--- src/rtl/memory_dumper.sv ---
// memory_dumper
//   Streams a contiguous, possibly wrapping, address range of the unified
//   RAM out through a valid/ready byte port. The XOR checksum covers every
//   byte the sink accepted since the last start.
//
// Ports
//   clock, reset      : system clock; asynchronous active-low reset
//   start             : begin a dump (honoured only while idle)
//   abort             : drop the dump in progress, no done pulse
//   start_addr        : first RAM address of the range, latched on start
//   end_addr          : last RAM address of the range (inclusive), latched on start
//   mem_req           : dumper owns the RAM read port (mux select)
//   mem_addr          : RAM read address
//   mem_read_data     : RAM read data, valid READ_LATENCY cycles after mem_addr
//   out_data/out_addr : byte on offer and its RAM address
//   out_valid         : out_data/out_addr are valid
//   out_ready         : sink accepts the byte
//   busy              : high from accepted start until back in idle
//   done              : one-cycle pulse after the last byte was accepted
//   checksum          : XOR of all accepted bytes since the last start
//   dbg_state         : current FSM state
//
// Handshake: a byte moves on a rising edge where out_valid & out_ready are
// both high. Once out_valid is raised, out_data/out_addr stay frozen and
// out_valid stays high until that transfer, except on abort or reset.
// out_ready is ignored while out_valid is low.
module memory_dumper #(
  parameter int ADDR_W       = 5,
  parameter int DATA_W       = 8,
  parameter int READ_LATENCY = 1
) (
  input  logic              clock,
  input  logic              reset,
  input  logic              start,
  input  logic              abort,
  input  logic [ADDR_W-1:0] start_addr,
  input  logic [ADDR_W-1:0] end_addr,
  output logic              mem_req,
  output logic [ADDR_W-1:0] mem_addr,
  input  logic [DATA_W-1:0] mem_read_data,
  output logic [DATA_W-1:0] out_data,
  output logic [ADDR_W-1:0] out_addr,
  output logic              out_valid,
  input  logic              out_ready,
  output logic              busy,
  output logic              done,
  output logic [DATA_W-1:0] checksum,
  output logic [2:0]        dbg_state
);

  // remaining holds 1..2^ADDR_W, so it needs one extra bit.
  localparam int CNT_W  = ADDR_W + 1;
  localparam int WAIT_W = (READ_LATENCY > 1) ? $clog2(READ_LATENCY + 1) : 1;
  localparam logic [WAIT_W-1:0] WAIT_LOAD = WAIT_W'(READ_LATENCY);
  localparam logic [WAIT_W-1:0] WAIT_ONE  = WAIT_W'(1);
  localparam logic [CNT_W-1:0]  CNT_ONE   = CNT_W'(1);
  localparam logic [ADDR_W-1:0] ADDR_ONE  = ADDR_W'(1);

  typedef enum logic [2:0] {
    S_IDLE = 3'd0,
    S_REQ  = 3'd1,
    S_WAIT = 3'd2,
    S_SEND = 3'd3,
    S_FIN  = 3'd4
  } state_e;

  state_e state_q, state_d;

  logic [ADDR_W-1:0] cur_addr_q;
  logic [CNT_W-1:0]  remaining_q;
  logic [WAIT_W-1:0] wait_q;
  logic [ADDR_W-1:0] mem_addr_q;
  logic [DATA_W-1:0] out_data_q;
  logic [ADDR_W-1:0] out_addr_q;
  logic              out_valid_q;
  logic [DATA_W-1:0] checksum_q;

  logic [ADDR_W-1:0] span;
  logic              xfer;
  logic              wait_done;
  logic              last_byte;
  logic              kill;

  // Modular difference makes end < start wrap through the top of memory,
  // and start == end+1 yield the full 2^ADDR_W bytes.
  assign span      = end_addr - start_addr;
  assign xfer      = out_valid_q & out_ready;
  assign wait_done = (wait_q == WAIT_ONE);
  assign last_byte = (remaining_q == CNT_ONE);
  assign kill      = abort & (state_q != S_IDLE);

  // State register
  always_ff @(posedge clock or negedge reset) begin
    if (!reset) begin
      state_q <= S_IDLE;
    end else begin
      state_q <= state_d;
    end
  end

  // Next-state logic; abort overrides everything outside idle
  always_comb begin
    state_d = state_q;
    case (state_q)
      S_IDLE: if (start) state_d = S_REQ;
      S_REQ:  state_d = S_WAIT;
      S_WAIT: if (wait_done) state_d = S_SEND;
      S_SEND: if (xfer) state_d = last_byte ? S_FIN : S_REQ;
      S_FIN:  state_d = S_IDLE;
      default: state_d = S_IDLE;
    endcase
    if (kill) state_d = S_IDLE;
  end

  // Output logic
  always_comb begin
    busy      = (state_q != S_IDLE);
    mem_req   = (state_q != S_IDLE);
    done      = (state_q == S_FIN);
    dbg_state = state_q;
  end

  // Datapath
  always_ff @(posedge clock or negedge reset) begin
    if (!reset) begin
      cur_addr_q  <= '0;
      remaining_q <= '0;
      wait_q      <= '0;
      mem_addr_q  <= '0;
      out_data_q  <= '0;
      out_addr_q  <= '0;
      out_valid_q <= 1'b0;
      checksum_q  <= '0;
    end else if (kill) begin
      // An abort coinciding with a handshake cancels that byte: no XOR.
      out_valid_q <= 1'b0;
    end else begin
      case (state_q)
        S_IDLE: begin
          if (start) begin
            cur_addr_q  <= start_addr;
            remaining_q <= {1'b0, span} + CNT_ONE;
            checksum_q  <= '0;
          end
        end
        S_REQ: begin
          mem_addr_q <= cur_addr_q;
          wait_q     <= WAIT_LOAD;
        end
        S_WAIT: begin
          wait_q <= wait_q - WAIT_ONE;
          if (wait_done) begin
            out_data_q  <= mem_read_data;
            out_addr_q  <= cur_addr_q;
            out_valid_q <= 1'b1;
          end
        end
        S_SEND: begin
          if (xfer) begin
            out_valid_q <= 1'b0;
            checksum_q  <= checksum_q ^ out_data_q;
            remaining_q <= remaining_q - CNT_ONE;
            if (!last_byte) cur_addr_q <= cur_addr_q + ADDR_ONE;
          end
        end
        default: ;
      endcase
    end
  end

  assign mem_addr  = mem_addr_q;
  assign out_data  = out_data_q;
  assign out_addr  = out_addr_q;
  assign out_valid = out_valid_q;
  assign checksum  = checksum_q;

endmodule

--- config.mk ---
export PLATFORM = sky130hd
export DESIGN_NAME = memory_dumper
export DESIGN_NICKNAME = d
export VERILOG_FILES = /design/src/rtl/memory_dumper.sv
export SDC_FILE = /design/constraint.sdc
export NUM_CORES = 1
export LEC_CHECK = 0
export BUFFER_PORTS_ARGS = -buffer_cell sky130_fd_sc_hd__clkbuf_2
export CAP_MARGIN = 15
export CORE_MARGIN = 4
export CORE_UTILIZATION = 57
export CTS_CLUSTER_SIZE = 14
export DETAILED_ROUTE_END_ITERATION = 6
export GPL_TIMING_DRIVEN = 1
export PLACE_DENSITY = 0.84
export SLEW_MARGIN = 20
export SYNTH_ARGS = -nofsm -noshare
export SYNTH_HDL_FRONTEND = slang
export SYNTH_SLANG_ARGS = --single-unit
--- constraint.sdc ---
create_clock -name clock -period 3.3 [get_ports clock]
set_input_delay 0.495 -clock clock [delete_from_list [all_inputs] [get_ports clock]]
set_output_delay 0.495 -clock clock [all_outputs]
set_load 0.03 [all_outputs]
==> summary.md, run 1 <==
| Metric | Value |
|---|---|
| Status | finished clean |
| Max_cap viols | 0 |
| Worst r2r path cells | 5 |
| Worst path required time | 3490 ps |
| Setup TNS | 0 ps |
| Total grt overflow | 0 |
| DR iter-0 viols | 81 |
| Maximum fanout along the worst path | 19 |
| H-tree depth | 2 |
| Flops & latches, synth | 42 |
| Final WS setup | 1180 ps |
| Register area | 1050 sq um |
| Critical path, cell by cell | nor4b_4 > a21oi_2 > a21oi_4 > o21ai_2 > a22o_1 |
| Vias/cell | 5.71 |
| Place WS | 1180 ps |
| Final setup vio count | 0 |
| Area Overhead vs Synth | 15.7% |
| Filler cells | 314 |
| Inserted Diodes | 0 |
| Crit path capture type | register |
| Sequential fraction of the synthesis area | 45.5% |
| Post-cts sizing count | 0 |
| Critical path class | reg2reg |
| Avg Cell Area, Syn | 10.2 sq um |
| Unrepaired setup endpoints after global routing | no |
| Drt drc | 0 |
| Top Ports | 56 |
| DP HPWL | 3470 um |
| Leading register cell type out of synthesis | dfrtp_1 |
| Setup Skew | 6.17 ps |
| Core Region | 3800 sq um |
| RR Startpoint | dbg_state[1] |
| # nets final | 311 |
| Fin. Hold Viols | 0 |
| Via count | 1,868 |
| Post-route clock period utilization | 64.4% |
| Drt pass-1 iters | 4 |
| Worst Max-Slew Pin Slew | 908 ps |
| Post-synth EDFFs | 0 |
| Gr usage total | 19.7% |
| Detail Route Antenna Nets | 0 |
| Site Rows | 22 |
| Synth warn | 0 |
| Power density cells | 901 nW/um^2 |
| Sinks on Clock Net | 42 |
| Post-route minimum period | 2120 ps |
| First-pass GRT wire length | 8000 um |
| Dpl cells | 320 |
| CTS Buf Count | 5 |
| Clock slew at reported path FFs | 70 ps |
| Non-Filler Instances | 327 |
| Max_slew headroom | 39.5% |
| Count leader, synth | dfrtp_1 |
| Critical Path End | cur_addr_q[2] |
| Critical path arrival | 2310 ps |
| VDD IR max | 0.616 mV |
| Vias in the first global route | 1,725 |
| R2R Setup Slk | 1180 ps |
| Largest net degree at the start of global routing | 43 |
| Syn nets | 258 |
| Synth top area cells | dfrtp_1 (46%), mux2_2 (9.3%), o21ai_0 (5.6%) |
| Die H | 71.6 um |
| WL final | 4850 um |
| CP Launch Point | dbg_state[1] |
| Share of cells above drive strength 1 | 32.6% |
| Worst-Skew Late Latency | 300 ps |
| Netlist cell types | 46 |
| Pleak | 1.31 nW |
| Post-CTS setup buffer count | 0 |
| CP max stage delay | 580 ps |
| Mapped Cells | 226 |
| CP max stage cell | dfrtp_1 |
| Clk buf depth | 2 |
| Mapped Area | 2310 sq um |
| Max-slew violations | 0 |
| Area of the multi-input gates | 1160 sq um |
| Initial Util | 60.8% |
| Number of antenna violations at the first check in global routing | 0 |
| RePlAce Congestion | 0.777 |
| WL/cell | 14.8 um |
| TritonCTS clock tree | built |
| Power Total | 2.41 mW |
| Worst Setup Start Kind | register |
| Most frequent cells after synthesis | dfrtp_1 (42), o21ai_0 (26), mux2_2 (19) |
| Die Area | 5130 sq um |
| Ys async rst share | 100% |
| Die Wd | 71.6 um |
| FF-to-FF End | cur_addr_q[2] |
| Post-synth top area share | 45.5% |
| I/O Buffers | 55 |
| Max Fclk | 471 MHz |
| Clk Tree Root Cell | clkbuf_8 |
| Yosys top cell by area | dfrtp_1 |
| Tightest Hold Check Type | in2async |
| Post-CTS Hold Buffers | 0 |
## worst min path at each step
stage | start | end | slack (ps) | cells after the start
floorplan | reset | checksum[0] | 200 | 0
global placement | checksum[3] | checksum[3] | 470 | 1
detailed placement | checksum[7] | checksum[7] | 480 | 1
CTS | reset | checksum[7] | 400 | 1
global route | reset | mem_addr[2] | 390 | 1
finish | reset | dbg_state[1] | 330 | 1
## cell families (layout without fill, tap and decap cells)
logic type	count (synthesis)	count (layout)	share of synthesized area (%)
AO/OA/AOI/OAI	56	56	14.1
XOR/XNOR	7	7	2.66
adder cells (fa/ha/maj)	9	9	5.20
buffers and inverters	20	73	4.28
flip-flops	42	42	45.5
multiplexers	23	23	11.0
AND/OR/NAND/NOR	69	69	17.2
## routing by layer
metal  GRT usage [%]  vias up  routed length [um]
met4            5.85        0                  49
met2            32.6       54                2460
met1            25.7      901                2070
met5               0        -                   0
li1                -      907                   -
met3            4.77        6                 261
## power by group
group	total, mW	internal [mW]	leakage [nW]	switching, mW
clock	0.313	0.146	0.0383	0.168
sequential	0.957	0.720	0.519	0.237
combinational	1.13	0.438	0.749	0.697
total	2.41	1.30	1.31	1.10
## stage by stage
step / area, sq um / utilization [%] / hold slack (ps)
final: 2670 / 70.3 / 328
after global routing: 2670 / 70.3 / 395
after CTS: 2670 / 70.3 / 404
after detailed placement: 2590 / 68.3 / 476
after global placement: 2590 / 68.3 / 468
after floorplan: 2310 / - / 199
## placed cells by master, fill, tap and decap left out, types with 4 or more instances in the layout
master	synthesis	final
nand4_1	4	4
clkbuf_8	0	5
o21ai_0	26	26
xor2_1	4	4
nand3_1	4	4
dfrtp_1	42	42
a21oi_1	17	17
mux2_2	19	19
mux2i_1	4	4
inv_1	9	9
nor2_1	18	18
ha_1	8	8
nand2_1	17	17
nor3_1	4	4
clkbuf_2	1	54
## sequential cells by signal, summed over array words and instances, names as in the netlist
register and flops:
out_addr 5, cur_addr_q 5, wait_done 1, out_valid 1, remaining_q 6, dbg_state 3, checksum 8, out_data 8
mem_addr 5
## layout make-up
| type | instances | area share (%) |
|---|---|---|
| Multi-Input combinational cell | 164 | 43.4 |
| Clock buffer | 7 | 2.86 |
| Timing Repair Buffer | 57 | 10.9 |
| Tap cell | 48 | 2.25 |
| Inverter | 9 | 1.27 |
| Sequential cell | 42 | 39.4 |
## critical path: cells and delay by family (launching register included)
kind               cells  cell delay [ps]
and+or+nand+nor        1              490
AOI/OAI and AO/OA      4              930
DFF                    1              580
Note: power is estimated with default switching activity, not from simulation.
==> run 2: changes to the inputs <==
- ABC_AREA: default -> 1
- CORE_UTILIZATION: 57 -> 53
- PLACE_DENSITY: 0.84 -> 0.79
- clock period: 3.3 -> 2.2 ns (I/O delays scaled with it)
==> run 2 against run 1 <==
Compared with the run above: the run now ends with negative hold slack left; synthesized cell count increased by 26%; cell area increased by 4.1%; first-iteration DRC count increased by 38%; power increased by 72%; sequential power increased by 45%; non-clock buffer count increased by 2; largest power group unchanged; highest routed layer unchanged.
==> summary.md, run 2 <==
| Metric | Value |
|---|---|
| Most frequent cells after synthesis | nand2_1 (78), dfrtp_1 (42), inv_1 (27) |
| WL/cell | 13.3 um (-10%) |
| Site Rows | 23 (+4.5%) |
| WHS | -3.23 ps (-331 ps) |
| Switching Share | 50.1% (+4.3 points) |
| Setup TNS | 0 ps (unchanged) |
| Total grt overflow | 0 (unchanged) |
| Gr usage total | 21.0% (+1.3 points) |
| Core Region | 4140 sq um (+9.1%) |
| Fin. Hold Viols | 16 (+16) |
| Unrepaired setup endpoints after global routing | no |
| Leading register cell type out of synthesis | dfrtp_1 |
| Inserted Diodes | 0 (unchanged) |
| Crit path capture type | register |
| Detail Route Antenna Nets | 0 (unchanged) |
| CP top delay family | simple AND/OR/NAND/NOR gates |
| Critical path class | reg2reg |
| Post-CTS Hold Buffers | 0 (unchanged) |
| R2R Setup Slk | 440 ps (-740 ps) |
| Filler cells | 358 (+14%) |
| Critical path arrival | 1960 ps (-350 ps) |
| Avg Cell Area, Syn | 8.24 sq um (-19%) |
| Sequential fraction of the synthesis area | 44.8% (-0.78 points) |
| Status | finished, violations left |
| Post-CTS setup buffer count | 0 (unchanged) |
| Largest net degree at the start of global routing | 24 (-44%) |
| Top Ports | 56 (unchanged) |
| Die H | 74.6 um (+4.1%) |
| H-tree depth | 2 (unchanged) |
| Pleak | 1.47 nW (+13%) |
| Tightest Hold Check Type | in2async |
| Count leader, synth | nand2_1 |
| Clock slew at reported path FFs | 80 ps (about the same) |
| Max_slew headroom | 64.1% (+25 points) |
| RePlAce Congestion | 0.832 (+7.1%) |
| Die Area | 5560 sq um (+8.3%) |
| Max_cap viols | 0 (unchanged) |
| Finished Cell Area | 2780 sq um (+4.1%) |
| Flops & latches, synth | 42 (unchanged) |
| Ys async rst share | 100% (unchanged) |
| Simple-Gate Fraction of Synth Area | 25.5% (+8.3 points) |
| Yosys top cell by area | dfrtp_1 |
| VDD IR max | 0.488 mV (-21%) |
| Post-cts sizing count | 0 (unchanged) |
| Max-slew violations | 0 (unchanged) |
| Drt pass-1 iters | 4 (unchanged) |
| Mapped Cells | 285 (+26%) |
| Commonest non-fill, non-tap cell in the layout | nand2_1 |
| Power density cells | 1490 nW/um^2 (+65%) |
| Internal power | 2.07 mW (+59%) |
| Sequential power share | 33.5% (-6.3 points) |
| Max Fclk | 568 MHz (+21%) |
| WL final | 5240 um (+8.2%) |
| RR Startpoint | dbg_state[2] |
| Critical path, cell by cell | nor2_4 > nand2_2 > o21ai_2 > nand3_2 > o31ai_1 |
| DR iter-0 viols | 112 (+38%) |
| Post-route minimum period | 1760 ps (-362 ps) |
| CTS Buf Count | 5 (unchanged) |
| Failing checks | negative hold slack |
| Post-route clock period utilization | 80.1% (+16 points) |
| Setup Skew | 9.82 ps (+3.65 ps) |
| Initial Util | 56.7% (-4.1 points) |
| Clk Tree Root Cell | clkbuf_8 |
| CP max stage cell | dfrtp_1 |
| Worst Max-Slew Pin Slew | 539 ps (-369 ps) |
| I/O Buffers | 55 (unchanged) |
| # nets final | 376 (+21%) |
| Final WS setup | 439 ps (-738 ps) |
| Post-synth EDFFs | 0 (unchanged) |
| Syn nets | 317 (+23%) |
| TritonCTS clock tree | built |
| Synth top area cells | dfrtp_1 (45%), nand2_1 (12%), o21ai_0 (4.7%) |
| DP HPWL | 4060 um (+17%) |
| Area Overhead vs Synth | 18.4% |
| Mapped Area | 2350 sq um (+1.7%) |
| Buffers and inverters on the worst path | 0 (unchanged) |
| Synth Area in Compound Gates | 13.3% (-0.83 points) |
| Post-synthesis xor/xnor area fraction | 4.10% (+1.4 points) |
| Worst r2r path cells | 5 (unchanged) |
| Place WS | 264 ps (-912 ps) |
| Worst path required time | 2400 ps (-1090 ps) |
| Via count | 2,048 (+9.6%) |
| Post-synth top area share | 44.8% (-0.78 points) |
| Comb power frac | 53.9% (+6.7 points) |
| Die Wd | 74.6 um (+4.1%) |
| Share of cells above drive strength 1 | 25.8% (-6.8 points) |
| Psw | 2.07 mW (+88%) |
| Placed cell areas | 2690 sq um (+3.5%) |
| Worst-Skew Late Latency | 300 ps (about the same) |
| Synth Area in Adders | 5.11% (-0.089 points) |
| Sinks on Clock Net | 42 (unchanged) |
| Largest family of logic cells by synthesized area | simple AND/OR/NAND/NOR gates |
| CP max stage delay | 440 ps (-140 ps) |
| Clk buf depth | 2 (unchanged) |
| Vias in the first global route | 1,972 (+14%) |
| Most frequent cells in the layout | nand2_1 (78), clkbuf_2 (55), dfrtp_1 (42) |
| Synth warn | 0 (unchanged) |
| Final setup vio count | 0 (unchanged) |
| Drt drc | 0 (unchanged) |
| Vias/cell | 5.18 (-9.2%) |
| Netlist cell types | 34 (-26%) |
| First-pass GRT wire length | 8900 um (+11%) |
| Worst Setup Start Kind | register |
| Maximum fanout along the worst path | 20 (+1) |
| Clock share of power | 12.6% (-0.4 points) |
| FF-to-FF End | checksum[2] |
| Multiplexer share of the synthesized area | 0% (-11 points) |
| Number of antenna violations at the first check in global routing | 0 (unchanged) |
run 2: cell types whose count changed after synthesis, sizes merged, moves of 3 or more:
cell,delta
nand3b,-3
nand2,+66
nand2b,-3
nor2,-3
buf,-4
mux2i,-4
mux2,-19
xnor2,+5
a21oi,-4
inv,+24
nand3,+17
o31ai,+8
run 2: through the flow:
step | hold WS, ps | utilization, % | power [mW] | cells
final | -3.23 | 67.1 | 4.14 | 395
after global placement | 328 | 64.8 | 3.56 | 387
after global routing | 23.3 | 67.1 | 4.47 | 395
after CTS | 5.49 | 67.1 | 4.17 | 395
after floorplan | 34.4 | - | 3.06 | 285
after detailed placement | 334 | 64.8 | 3.64 | 387
run 2: worst reg2reg max path, delay by kind of cell, from the launching register on:
family / cells / cell delay (ps)
flops: 1 / 440
compound gates: 2 / 570
simple gates: 3 / 660
run 2: layout make-up:
cell class                 instances  area (sq um)  area share [%]
inverter                          33           126            4.55
clock inverter                     2          12.5           0.450
sequential                        42          1050            37.8
tap                               50          62.6            2.25
clock buffer                       6          82.6            2.97
multi-input combinational        203          1130            40.5
timing repair buffer              59           318            11.4
run 2: how the worst max path moves through the flow:
stage | start | to | slack [ps] | cells after the start
floorplan | end_addr[0] | remaining_q[2] | 450 | 10
global route | dbg_state[1] | checksum[0] | 260 | 6
finish | dbg_state[2] | checksum[2] | 440 | 5
CTS | dbg_state[2] | checksum[2] | 440 | 5
global placement | end_addr[0] | remaining_q[4] | 320 | 12
detailed placement | end_addr[0] | remaining_q[4] | 260 | 12
run 2: cell families after synthesis:
logic type,Yosys count
xor+xnor,11
simple gates,129
flops,42
fa+ha+maj,9
compound gates,54
buf+inv,40
run 2: layer usage:
layer  routed length, um  vias to the layer above  part of all wire, %  track usage [%]
met4                 105                        0                  2.0             9.09
met3                 347                       10                  6.6             3.65
li1                    -                     1049                    -                -
met2                2430                       64                   46             34.4
met1                2360                      925                   45             27.3
met5                   0                        -                    0                0
run 2: power by group through the flow:
| stage | sequential (mW) | clock, mW | combinational (mW) |
|---|---|---|---|
| 2_1_floorplan | 1.82 | 0 | 1.24 |
| 3_3_place_gp | 1.38 | 0 | 2.18 |
| 3_5_place_dp | 1.40 | 0 | 2.24 |
| 4_1_cts | 1.39 | 0.535 | 2.25 |
| 5_1_grt | 1.43 | 0.563 | 2.47 |
| 6_report | 1.39 | 0.522 | 2.23 |
